### src/rtl/timer_pkg.sv
// ---------------------------------------------------------------------------
// timer_pkg
// Shared definitions for the timer_counter block: the counting-mode encoding
// used on the control bus and inside the counter state machine.
// ---------------------------------------------------------------------------
package timer_pkg;

    // Counting modes as written by software into the mode field.
    typedef enum logic [1:0] {
        MODE_STOP   = 2'd0,
        MODE_UP     = 2'd1,
        MODE_CONT   = 2'd2,
        MODE_UPDOWN = 2'd3
    } mode_t;

endpackage

### src/rtl/timer_counter_if.sv
// ---------------------------------------------------------------------------
// timer_counter_if
// Control/status bundle between the bus-side registers (master) and the timer
// core (slave).
//   master drives : mode, div_sel, clr, period, cmp, ack_wrap, ack_cmp
//   slave drives  : count, dir_down, tick, wrap_flag, cmp_flag, cmp_out
// Parameters WIDTH and DIV_W must match the timer_counter instance.
// ---------------------------------------------------------------------------
interface timer_counter_if
    import timer_pkg::*;
#(
    parameter int WIDTH = 16,
    parameter int DIV_W = 2
);
    mode_t              mode;
    logic [DIV_W-1:0]   div_sel;
    logic               clr;
    logic [WIDTH-1:0]   period;
    logic [WIDTH-1:0]   cmp;
    logic               ack_wrap;
    logic               ack_cmp;

    logic [WIDTH-1:0]   count;
    logic               dir_down;
    logic               tick;
    logic               wrap_flag;
    logic               cmp_flag;
    logic               cmp_out;

    modport master (
        output mode, div_sel, clr, period, cmp, ack_wrap, ack_cmp,
        input  count, dir_down, tick, wrap_flag, cmp_flag, cmp_out
    );

    modport slave (
        input  mode, div_sel, clr, period, cmp, ack_wrap, ack_cmp,
        output count, dir_down, tick, wrap_flag, cmp_flag, cmp_out
    );
endinterface

### src/rtl/timer_prescaler.sv
// ---------------------------------------------------------------------------
// timer_prescaler
// Clock divider for the timer. Produces adv once every 2^div_sel enabled
// cycles.
//   clk     : system clock
//   rst     : synchronous active-high reset
//   en      : counting enabled (divider held at 0 when low)
//   clr     : synchronous clear of the divider
//   div_sel : divide select, ratio 2^div_sel
//   adv     : combinational advance strobe, consumed by the counter register
// ---------------------------------------------------------------------------
module timer_prescaler #(
    parameter int DIV_W = 2
) (
    input  logic             clk,
    input  logic             rst,
    input  logic             en,
    input  logic             clr,
    input  logic [DIV_W-1:0] div_sel,
    output logic             adv
);
    // Wide enough to hold the largest terminal, 2^(2^DIV_W - 1) - 1.
    localparam int PRE_W = (1 << DIV_W) - 1;

    logic [PRE_W-1:0] pre;
    logic [PRE_W-1:0] term;

    // Terminal value 2^div_sel - 1 built as a thermometer mask.
    always_comb begin
        term = '0;
        for (int i = 0; i < PRE_W; i++) begin
            term[i] = (i < int'(div_sel));
        end
    end

    // Using >= rather than == lets a lowered div_sel take effect at once
    // instead of waiting for the divider to roll over.
    assign adv = en & ~clr & (pre >= term);

    always_ff @(posedge clk) begin
        if (rst) begin
            pre <= '0;
        end else if (clr || !en || adv) begin
            pre <= '0;
        end else begin
            pre <= pre + 1'b1;
        end
    end
endmodule

### src/rtl/timer_counter.sv
// ---------------------------------------------------------------------------
// timer_counter
// Programmable timer: prescaled counter with STOP/UP/CONT/UPDOWN modes, a
// period register, a compare channel and sticky event flags.
//   clk : system clock
//   rst : synchronous active-high reset
//   bus : timer_counter_if.slave
//         inputs  mode, div_sel, clr, period, cmp, ack_wrap, ack_cmp
//         outputs count, dir_down, tick, wrap_flag, cmp_flag, cmp_out
// All outputs are registered.
// ---------------------------------------------------------------------------
module timer_counter
    import timer_pkg::*;
#(
    parameter int WIDTH = 16,
    parameter int DIV_W = 2
) (
    input  logic           clk,
    input  logic           rst,
    timer_counter_if.slave bus
);
    localparam logic [WIDTH-1:0] MAX_COUNT = '1;
    localparam logic [WIDTH-1:0] ONE       = WIDTH'(1);

    logic             adv;
    logic [WIDTH-1:0] count_q;
    logic [WIDTH-1:0] next_count;
    logic             dir_q;
    logic             next_dir;
    logic             wrap_evt;
    logic             cmp_evt;
    logic             tick_q;
    logic             wrap_q;
    logic             cmp_flag_q;
    logic             cmp_out_q;

    timer_prescaler #(
        .DIV_W (DIV_W)
    ) u_prescaler (
        .clk     (clk),
        .rst     (rst),
        .en      (bus.mode != MODE_STOP),
        .clr     (bus.clr),
        .div_sel (bus.div_sel),
        .adv     (adv)
    );

    // Next count/direction and events for the current advance. Outside
    // UPDOWN the direction is forced to up so a later UPDOWN entry rises.
    always_comb begin
        next_count = count_q;
        next_dir   = (bus.mode == MODE_UPDOWN) ? dir_q : 1'b0;
        wrap_evt   = 1'b0;
        if (adv) begin
            case (bus.mode)
                MODE_UP: begin
                    if (count_q >= bus.period) begin
                        next_count = '0;
                        wrap_evt   = 1'b1;
                    end else begin
                        next_count = count_q + ONE;
                    end
                end
                MODE_CONT: begin
                    next_count = count_q + ONE;
                    wrap_evt   = (count_q == MAX_COUNT);
                end
                MODE_UPDOWN: begin
                    if (dir_q && count_q != '0) begin
                        next_count = count_q - ONE;
                        next_dir   = 1'b1;
                        wrap_evt   = (count_q == ONE);
                    end else if (count_q < bus.period) begin
                        next_count = count_q + ONE;
                        next_dir   = 1'b0;
                    end else if (count_q == '0) begin
                        // period == 0: park at zero, no events.
                        next_dir   = 1'b0;
                    end else begin
                        // At or above the peak: turn around.
                        next_count = count_q - ONE;
                        next_dir   = 1'b1;
                        wrap_evt   = (count_q == ONE);
                    end
                end
                default: begin
                end
            endcase
        end
        cmp_evt = adv && (next_count == bus.cmp);
    end

    // Counter state, registered decode and sticky flags. A flag event in the
    // same cycle as its acknowledge wins so no event is lost.
    always_ff @(posedge clk) begin
        if (rst) begin
            count_q    <= '0;
            dir_q      <= 1'b0;
            tick_q     <= 1'b0;
            wrap_q     <= 1'b0;
            cmp_flag_q <= 1'b0;
            cmp_out_q  <= 1'b0;
        end else begin
            if (bus.clr) begin
                count_q   <= '0;
                dir_q     <= 1'b0;
                tick_q    <= 1'b0;
                cmp_out_q <= (bus.cmp == '0);
            end else begin
                count_q   <= next_count;
                dir_q     <= next_dir;
                tick_q    <= adv;
                cmp_out_q <= (next_count == bus.cmp);
            end
            wrap_q     <= wrap_evt | (wrap_q & ~bus.ack_wrap);
            cmp_flag_q <= cmp_evt | (cmp_flag_q & ~bus.ack_cmp);
        end
    end

    assign bus.count     = count_q;
    assign bus.dir_down  = dir_q;
    assign bus.tick      = tick_q;
    assign bus.wrap_flag = wrap_q;
    assign bus.cmp_flag  = cmp_flag_q;
    assign bus.cmp_out   = cmp_out_q;
endmodule

### src/flat_wrapper.sv
// flat-port wrapper written by rule: the top's interface ports become plain ports
module timer_counter_flat import timer_pkg::*;
#(
    parameter int WIDTH = 16,
    parameter int DIV_W = 2
)
  (clk, rst, bus_mode, bus_div_sel, bus_clr, bus_period, bus_cmp, bus_ack_wrap, bus_ack_cmp, bus_count, bus_dir_down, bus_tick, bus_wrap_flag, bus_cmp_flag, bus_cmp_out);
  timer_counter_if #(.WIDTH(WIDTH), .DIV_W(DIV_W)) bus_i ();
  input  logic clk;
  input  logic rst;
  input wire logic [$bits(bus_i.mode)-1:0] bus_mode;
  input wire logic [$bits(bus_i.div_sel)-1:0] bus_div_sel;
  input wire logic [$bits(bus_i.clr)-1:0] bus_clr;
  input wire logic [$bits(bus_i.period)-1:0] bus_period;
  input wire logic [$bits(bus_i.cmp)-1:0] bus_cmp;
  input wire logic [$bits(bus_i.ack_wrap)-1:0] bus_ack_wrap;
  input wire logic [$bits(bus_i.ack_cmp)-1:0] bus_ack_cmp;
  output wire logic [$bits(bus_i.count)-1:0] bus_count;
  output wire logic [$bits(bus_i.dir_down)-1:0] bus_dir_down;
  output wire logic [$bits(bus_i.tick)-1:0] bus_tick;
  output wire logic [$bits(bus_i.wrap_flag)-1:0] bus_wrap_flag;
  output wire logic [$bits(bus_i.cmp_flag)-1:0] bus_cmp_flag;
  output wire logic [$bits(bus_i.cmp_out)-1:0] bus_cmp_out;
  assign bus_i.mode = bus_mode;
  assign bus_i.div_sel = bus_div_sel;
  assign bus_i.clr = bus_clr;
  assign bus_i.period = bus_period;
  assign bus_i.cmp = bus_cmp;
  assign bus_i.ack_wrap = bus_ack_wrap;
  assign bus_i.ack_cmp = bus_ack_cmp;
  assign bus_count = bus_i.count;
  assign bus_dir_down = bus_i.dir_down;
  assign bus_tick = bus_i.tick;
  assign bus_wrap_flag = bus_i.wrap_flag;
  assign bus_cmp_flag = bus_i.cmp_flag;
  assign bus_cmp_out = bus_i.cmp_out;
  timer_counter #(.WIDTH(WIDTH), .DIV_W(DIV_W)) u_core (.clk(clk), .rst(rst), .bus(bus_i));
endmodule
### config.mk
export PLATFORM = sky130hd
export DESIGN_NAME = timer_counter_flat
export DESIGN_NICKNAME = d
export VERILOG_FILES = /design/src/rtl/timer_pkg.sv /design/src/rtl/timer_counter_if.sv /design/src/rtl/timer_prescaler.sv /design/src/rtl/timer_counter.sv /design/src/flat_wrapper.sv
export SDC_FILE = /design/constraint.sdc
export NUM_CORES = 1
export LEC_CHECK = 0
export BUFFER_PORTS_ARGS = -buffer_cell sky130_fd_sc_hd__buf_2
export CORE_ASPECT_RATIO = 0.75
export CORE_MARGIN = 3
export CORE_UTILIZATION = 51
export DETAILED_ROUTE_END_ITERATION = 8
export PLACE_DENSITY_LB_ADDON = 0.12
export SYNTH_ARGS = -nofsm -noshare
export SYNTH_HDL_FRONTEND = slang
export SYNTH_SLANG_ARGS = --single-unit
### constraint.sdc
create_clock -name clk -period 3.75 [get_ports clk]
set_input_delay 0.5625 -clock clk [delete_from_list [all_inputs] [get_ports clk]]
set_output_delay 0.5625 -clock clk [all_outputs]
set_load 0.02 [all_outputs]
==> results of run 1 <==
==> worst max path at each step <==
stage | startpoint | end | slack, ns | cells past startpoint
2_1_floorplan | bus_period[14] | u_core.bus.cmp_flag | 0.07 | 14
3_3_place_gp | bus_period[13] | u_core.bus.cmp_flag | -0.41 | 16
3_5_place_dp | bus_period[15] | u_core.bus.cmp_out | -0.51 | 16
4_1_cts | bus_period[15] | u_core.bus.cmp_flag | 0.002 | 14
5_1_grt | bus_period[15] | u_core.bus.cmp_flag | -0.07 | 17
6_report | bus_period[15] | u_core.bus.cmp_out | 0.06 | 17
==> cells by family after synthesis <==
logic type      count (synthesis)  synth area share (%)
flops                          24                 16.38
simple gates                  187                 33.45
mux                             5                 1.749
xor+xnor                       27                 8.063
compound gates                102                 24.06
buf+inv                        43                 6.058
fa+ha+maj                      24                 10.24
==> per-layer routing <==
metal	vias to the layer above	part of all wire [%]	track usage (%)
met5	-	0	0
met4	0	2.0	7.853
met3	29	13	13.01
met2	236	44	52.77
met1	1728	41	45.79
li1	1748	-	-
==> layout make-up <==
cell class                 count  area (sq um)
multi-input combinational    345          2402
timing repair buffer         129         832.0
fill                         458          1465
clock buffer                   3         41.29
sequential                    24         480.5
inverter                      25         93.84
tap                           75         93.84
clock inverter                 1         30.03
==> power breakdown <==
group | leakage [nW] | switching [mW] | internal (mW)
logic | 1.56 | 0.121 | 0.0876
clock network | 0.0357 | 0.104 | 0.143
registers | 0.194 | 0.00168 | 0.257
==> timing repair <==
item / CTS / global route
endpoints found under the setup margin: 2 / 2
resized for setup: 5 / 23
buffers inserted: 0 / 1
pin swaps: 2 / 13
==> synth_stat cells (8+ instances only) <==
cell type | n | area share [%]
xor2_1 | 8 | 2.4
a21oi_1 | 22 | 3.8
nor4_1 | 8 | 1.7
clkbuf_1 | 13 | 1.7
inv_1 | 25 | 3.2
dfxtp_1 | 24 | 16
xnor2_1 | 19 | 5.7
ha_1 | 24 | 10
nor3_1 | 21 | 3.6
or3_1 | 10 | 2.1
a211oi_1 | 11 | 2.8
nor2_1 | 54 | 6.9
nand4_1 | 8 | 1.7
o21ai_0 | 20 | 3.4
nand2_1 | 30 | 3.8
nand3_1 | 12 | 2.0
==> state kept, by name, summed over array words and instances (netlist names) <==
signal / cells
u_core.u_prescaler.pre: 3
u_core.bus.count: 16
u_core.bus.cmp_flag: 1
u_core.bus.dir_down: 1
u_core.bus.tick: 1
u_core.bus.cmp_out: 1
u_core.bus.wrap_flag: 1
==> impl_metrics.json, run 1 <==
{
  "cp_top_family": "simple AND/OR/NAND/NOR gates",
  "cp-end-kind": "register",
  "cts_made_buffers": 3,
  "min_period_over_period_pct": 98.30,
  "clock_latency_ns": 0.29,
  "synth_edf_count": 0,
  "area_growth_pct": 35.49,
  "dp.cells": 597,
  "final_common_cell": "buf_4",
  "worstSetupPathType": "in2reg",
  "antenna_cells": 0,
  "cp_data_arrival_time_ns": 3.92,
  "clkTransAtPathRegs_ns": 0.11,
  "drt_iter0_drc": 474,
  "grt_pass1_vias": 3424,
  "synth_area_sq_um": 2933,
  "avgRoutedWirePerCell_um": 19.09,
  "ys_seq_elements": 24,
  "die_w_um": 93.57,
  "synth_nets": 477,
  "tns_ns": 0,
  "vias": 3741,
  "cellLeakagePower_nw": 1.789,
  "drive_gt1_share_pct": 31.69,
  "cts.sinks": 24,
  "holdBufCountCts": 0,
  "grt_pass1_wl_um": 17900,
  "power_mw": 0.7155,
  "holdPathStages": 2,
  "rows": 23,
  "hold_path.class": "in2reg",
  "crit_slowest_cell": "or4_4",
  "fin_ws_ns": 0.06372,
  "drt_wl_total_um": 11490,
  "r2r_start": "u_core.bus.count[1]",
  "gp_congestion": 1.018,
  "crit_chain": "buf_2 > inv_1 > ha_1 > nand4_1 > nor2_1 > or4_4 > buf_4 > nor4_2 > buf_4 > nor3_1 > o21a_1 > a221oi_4 > xnor2_1 > a2111oi_1 > buf_4 > nand4_1 > o21ai_1",
  "syn_avg_cell_area_sq_um": 7.118,
  "dr.pass1.iters": 5,
  "synth_ff_type": "dfxtp_1",
  "min_from": "bus_ack_cmp",
  "whs_endpoint": "u_core.bus.cmp_flag",
  "cts_tree": "built",
  "pin_count": 62,
  "final_cell_mix": "66 x buf_4, 61 x buf_2, 53 x nor2_1",
  "die_h_um": 71.68,
  "min_period_ns": 3.686,
  "fin_cells": 602,
  "htree_levels": 1,
  "dp_slack_ns": -0.5131,
  "grt_max_degree": 16,
  "path_common_cell": "buf_4",
  "nets": 593,
  "async_flop_share_pct": 0,
  "cp_num_buf_inv": 5,
  "max_freq_mhz": 271.3,
  "status": "finished, final reports clean",
  "grt_overflow": 0,
  "worst_r2r_path_depth": 13,
  "yosysUniqueCellTypes": 62,
  "reg2reg_to": "u_core.bus.cmp_out",
  "whs_ns": 0.4542,
  "ir_worst_vdd_uv": 109.9,
  "cpPeakStageDelay_ns": 0.53,
  "fin_util_pct": 73.06,
  "grt_use_total_pct": 34.30,
  "worstPathMaxFanout": 4,
  "finalMaxSlewViolations": 0,
  "drc": 0,
  "synth.yosys.seq_area_share_pct": 16.38,
  "design.core.area_sq_um": 5439,
  "dpl_cell_area_sq_um": 3764,
  "synth_warnings": 0,
  "fin_area_sq_um": 3974,
  "finalClockSkew_ns": 0.01330,
  "cts_root_buf": "clkbuf_8",
  "clockBufferDepth": 2,
  "required_ns": 3.98,
  "syn_inst": 412,
  "io_buffers": 61,
  "p_per_area_nw_per_um2": 180.1,
  "die_area_sq_um": 6706,
  "initial_core_util_pct": 53.92,
  "dp_hpwl_um": 9091,
  "vias_per_cell": 6.214,
  "tightest_slew_ns": 1.106,
  "max_cap_viol_count": 0,
  "antenna_found_initial": 0,
  "cp-start-kind": "input pin",
  "ant_nets": 0,
  "regToRegSetupSlack_ns": 0.07,
  "final_hold_viol_count": 0,
  "slew_headroom_pct": 26.28,
  "setup_viol_count_final": 0
}
(Power assumes the default switching activity.)
==> run 2, diff against run 1 <==
PLACE_DENSITY = 0.78   (was not set)
PLACE_DENSITY_LB_ADDON = not set   (was 0.12)
==> run 2 against run 1 <==
Combinational power barely moved. Global-route usage fell by 0.19 points. Clock-buffer cell count did not move. Utilization rose by 0.67 points. Design area rose by 0.91%. Routed wire length rose by 2.8%. Sequential share of layout area fell by 0.11 points.
==> impl_metrics.json, run 2 (synthesized netlist as in run 1, its figures left out) <==
{
  "die_w_um": 93.57,
  "final_hold_viol_count": 0,
  "max_cap_viol_count": 0,
  "p_per_area_nw_per_um2": 180.1,
  "cp-end-kind": "register",
  "gp_congestion": 1.055,
  "ir_worst_vdd_uv": 122.8,
  "cellLeakagePower_nw": 1.823,
  "ant_nets": 0,
  "grt_overflow": 0,
  "rows": 23,
  "cts_made_buffers": 3,
  "worst_r2r_path_depth": 12,
  "holdPathStages": 2,
  "initial_core_util_pct": 53.92,
  "drt_wl_total_um": 11820,
  "htree_levels": 1,
  "dp_hpwl_um": 9401,
  "grt_max_degree": 20,
  "io_buffers": 61,
  "cts_root_buf": "clkbuf_8",
  "avgRoutedWirePerCell_um": 19.40,
  "slew_headroom_pct": 62.48,
  "largest_register_ffs": 16,
  "fin_util_pct": 73.73,
  "drc": 0,
  "final_cell_mix": "73 x buf_4, 61 x buf_2, 54 x nor2_1",
  "tns_ns": 0,
  "die_area_sq_um": 6706,
  "required_ns": 3.98,
  "min_period_ns": 3.680,
  "cp-start-kind": "input pin",
  "grt_use_total_pct": 34.11,
  "clockBufferDepth": 2,
  "drive_gt1_share_pct": 32.21,
  "grt_pass1_vias": 3464,
  "pin_count": 62,
  "dr.pass1.iters": 6,
  "min_period_over_period_pct": 98.13,
  "antenna_found_initial": 0,
  "area_growth_pct": 36.73,
  "tightest_slew_ns": 0.5577,
  "nets": 600,
  "clock_latency_ns": 0.29,
  "power_mw": 0.7221,
  "cts_tree": "built",
  "cp_data_arrival_time_ns": 3.91,
  "antenna_cells": 0,
  "setup_viol_count_final": 0,
  "clkTransAtPathRegs_ns": 0.10,
  "worstPathMaxFanout": 10,
  "vias_per_cell": 6.391,
  "cts.sinks": 24,
  "vias": 3892,
  "design.core.area_sq_um": 5439,
  "grt_pass1_wl_um": 17950,
  "die_h_um": 71.68,
  "hold_path.class": "in2reg",
  "max_freq_mhz": 271.8,
  "finalMaxSlewViolations": 0,
  "finalClockSkew_ns": 0.007288,
  "status": "finished, final reports clean",
  "worstSetupPathType": "in2reg",
  "final_common_cell": "buf_4",
  "drt_iter0_drc": 550,
  "whs_ns": 0.4620
}
==> run 2: cell count changes in the layout (fill, tap and decap cells not counted), moves of 2 or more <==
cell and delta:
buf_4 +7, a2111oi_0 +2, a2111oi_1 -2, o21ai_0 +2
==> run 2: power by group <==
| part | total, mW | internal (mW) | switching, mW |
|---|---|---|---|
| combinational | 0.212 | 0.0908 | 0.122 |
| sequential | 0.259 | 0.257 | 0.00169 |
| clock | 0.251 | 0.143 | 0.107 |
==> run 2: layout make-up <==
class	count	area, sq um
timing repair buffer	136	893.4
sequential	24	480.5
clock buffer	3	41.29
multi-input combinational	345	2377
fill	452	1429
tap	75	93.84
clock inverter	1	30.03
inverter	25	93.84
==> run 2: critical path: stages <==
cell and delay (ns):
buf_2 0.07, inv_1 0.03, ha_1 0.27, nand4_1 0.22, nor2_1 0.08, or4_4 0.53
or3_4 0.47, a2111oi_1 0.50, a221oi_2 0.13, xor2_1 0.16, o2111ai_1 0.14, a2111oi_2 0.33
nand4_1 0.22, o21ai_1 0.17
==> run 2: timing repair <==
| action | in CTS | in global routing |
|---|---|---|
| resized for setup | 5 | 14 |
| setup endpoints to repair | 2 | 2 |
| pin swaps | 0 | 7 |
| hold buffers | 0 | 0 |
| setup buffers | 0 | 5 |
==> run 2: worst paths after layout <==
kind	slack [ns]	to	from
worst min-delay path	0.46	u_core.bus.cmp_flag	bus_ack_cmp
worst max-delay path	0.07	u_core.bus.cmp_out	bus_period[14]
worst max register to register	0.10	u_core.bus.cmp_out	u_core.bus.count[14]
worst min register to register	0.48	u_core.u_prescaler.pre[0]	u_core.u_prescaler.pre[0]
==> run 2: routing by layer <==
layer | up-vias | global-route usage, % | wire, um
li1 | 1766 | - | -
met1 | 1792 | 48.25 | 5012
met2 | 289 | 49.21 | 4889
met3 | 45 | 10.91 | 1586
met4 | 0 | 10.58 | 327
met5 | - | 0 | 0
==> run 2: per-stage QoR <==
| stage | cell area (sq um) | std cells | setup WS [ns] |
|---|---|---|---|
| finish | 4010 | 609 | 0.07019 |
| floorplan | 2933 | 412 | 0.06884 |
| global route | 4010 | 609 | -0.06404 |
| global placement | 3799 | 600 | -0.4010 |
| detailed placement | 3799 | 600 | -0.4653 |
| CTS | 3892 | 604 | 0.001330 |
==> run 3, diff against run 2 <==
==> constraint.sdc (replaced) <==
create_clock -name clk -period 3.75 [get_ports clk]
set_input_delay 0.9375 -clock clk [delete_from_list [all_inputs] [get_ports clk]]
set_output_delay 0.9375 -clock clk [all_outputs]
set_load 0.02 [all_outputs]
==> run 3 against run 2 <==
The flow now finishes with violations (negative setup slack). Clock-buffer cell count unchanged. Global-route usage up 3.4 points. Register-to-register slack worse by 0.13 ns. Cell count rose by 2.5%. Die area is the same. Clock power hardly changed. Fmax decreased by 6.5%. First-iteration DRC count is 12% higher. Critical path depth rose by 1. Setup slack got worse by 0.26 ns. Combinational power up 17%. Worst hold slack improved by 0.030 ns.
==> impl_metrics.json, run 3 (synthesized netlist as in run 1, its figures left out) <==
{
  "status": "finished with violations",
  "violations": "negative setup slack",
  "tns_ns": -0.3620,
  "rsz0062_at_grt": "yes",
  "dr.pass1.iters": 5,
  "vias": 4057,
  "drt_iter0_drc": 618,
  "nFillCells": 364,
  "max_cap_viol_count": 0,
  "largest_register_ffs": 16,
  "cts_tree": "built",
  "regToRegSetupSlack_ns": -0.03,
  "worstPathMaxFanout": 6,
  "cts_made_buffers": 3,
  "reg2reg_to": "u_core.bus.cmp_flag",
  "min_from": "u_core.u_prescaler.pre[0]",
  "r2r_start": "u_core.bus.count[1]",
  "drc": 0,
  "initial_core_util_pct": 53.92,
  "clockBufferDepth": 2,
  "cp_data_arrival_time_ns": 4.13,
  "drive_gt1_share_pct": 39.53,
  "antenna_cells": 0,
  "min_period_ns": 3.936,
  "gp_congestion": 1.034,
  "fin_cells": 624,
  "grt_overflow": 0,
  "holdBufCountCts": 0,
  "clock_latency_ns": 0.28,
  "die_h_um": 71.68,
  "critical_path.startpoint": "bus_period[12]",
  "whs_ns": 0.4920,
  "drt_wl_total_um": 13040,
  "tightest_slew_ns": 1.056,
  "p_int_mw": 0.5076,
  "die_w_um": 93.57,
  "grt_max_degree": 15,
  "setup_viol_count_final": 2,
  "grt_use_total_pct": 37.47,
  "design.core.area_sq_um": 5439,
  "htree_levels": 1,
  "die_area_sq_um": 6706,
  "max_freq_mhz": 254.0,
  "dp.cells": 605,
  "power_frac_seq_pct": 34.4,
  "multiInputGateArea_sq_um": 2660,
  "avgRoutedWirePerCell_um": 20.89,
  "dp_hpwl_um": 9632,
  "cellLeakagePower_nw": 1.911,
  "holdPathStages": 1,
  "hold_path.class": "reg2reg",
  "grt_pass1_vias": 3757,
  "io_buffers": 61,
  "cts_root_buf": "clkbuf_8",
  "power_mw": 0.7557,
  "min_period_over_period_pct": 105.0,
  "vias_per_cell": 6.502,
  "p_clk_share_pct": 32.9,
  "p_per_area_nw_per_um2": 171.0,
  "cp-end-kind": "register",
  "pin_count": 62,
  "final_common_cell": "buf_4",
  "cp-start-kind": "input pin",
  "antenna_found_initial": 0,
  "finalClockSkew_ns": 0.003726,
  "p_switching_mw": 0.2481,
  "whs_endpoint": "u_core.u_prescaler.pre[0]",
  "grt_pass1_wl_um": 19640,
  "slew_headroom_pct": 29.63,
  "final_hold_viol_count": 0,
  "required_ns": 3.95,
  "swShare_pct": 32.83,
  "comb_power_share_pct": 32.7,
  "nets": 615,
  "finalMaxSlewViolations": 0,
  "clkTransAtPathRegs_ns": 0.11,
  "ant_nets": 0,
  "seq_area_sq_um": 480.5,
  "worst_r2r_path_depth": 13,
  "rows": 23,
  "cts.sinks": 24,
  "fin_ws_ns": -0.1865,
  "area_growth_pct": 50.73,
  "final_cell_mix": "82 x buf_4, 58 x buf_2, 52 x nor2_1",
  "worstSetupPathType": "in2reg",
  "ir_worst_vdd_uv": 163.9
}
-- run 3: cell count changes in the layout (fill, tap and decap cells not counted), sizes merged --
| cell | change |
|---|---|
| buf | +14 |
| or3 | +1 |
-- run 3: layer usage --
layer | track usage, % | up-vias | share of wire (%)
li1 | - | 1794 | -
met5 | 0 | - | 0
met1 | 48.91 | 1875 | 39
met2 | 58.16 | 322 | 43
met4 | 13.14 | 0 | 4.7
met3 | 12.38 | 66 | 13
-- run 3: power by group through the flow --
stage	registers [mW]	clock network [mW]	logic [mW]
floorplan	0.268	0	0.110
global placement	0.265	0	0.207
detailed placement	0.266	0	0.213
CTS	0.260	0.244	0.230
global route	0.260	0.259	0.262
finish	0.260	0.248	0.247
-- run 3: worst max-delay path: stages --
cell and delay [ns]:
buf_6 0.09, inv_2 0.06, ha_4 0.19, nand4_1 0.16
nor2_1 0.06, or4_4 0.54, or3_2 0.58, nor3_1 0.29
nor3_2 0.11, buf_4 0.15, mux2_2 0.26, nor4b_2 0.35
buf_4 0.17, nand2_1 0.05, o32ai_2 0.13
-- run 3: what timing repair did --
item	4_1_cts	5_1_grt
gates resized for setup	42	14
gates cloned	1	0
endpoints found under the setup margin	2	2
pin swaps	26	7
buffers inserted	13	1
-- run 3: stage by stage --
stage                     instance area [sq um]  util (%)  setup WS (ns)
after floorplan                            3029         -      0.0003280
after global placement                     3904     71.77        -0.4975
after detailed placement                   3904     71.77        -0.5625
after CTS                                  4313     79.30        -0.1509
after global routing                       4420     81.27        -0.3254
final                                      4420     81.27        -0.1865
-- run 3: worst max-delay path by stage --
stage	slack (ns)	cells past startpoint	endpoint
2_1_floorplan	0.0003	13	u_core.bus.cmp_flag
3_3_place_gp	-0.50	16	u_core.bus.cmp_out
3_5_place_dp	-0.56	16	u_core.bus.cmp_flag
4_1_cts	-0.15	16	u_core.bus.cmp_flag
5_1_grt	-0.33	17	u_core.bus.cmp_flag
6_report	-0.19	15	u_core.bus.cmp_flag
-- run 3: final cells by class --
cell class | count | share of cell area, %
Multi-Input combinational cell | 346 | 60.18
Timing Repair Buffer | 150 | 23.04
Sequential cell | 24 | 10.87
Inverter | 25 | 2.179
Tap cell | 75 | 2.123
Clock buffer | 3 | 0.9341
Clock inverter | 1 | 0.6793
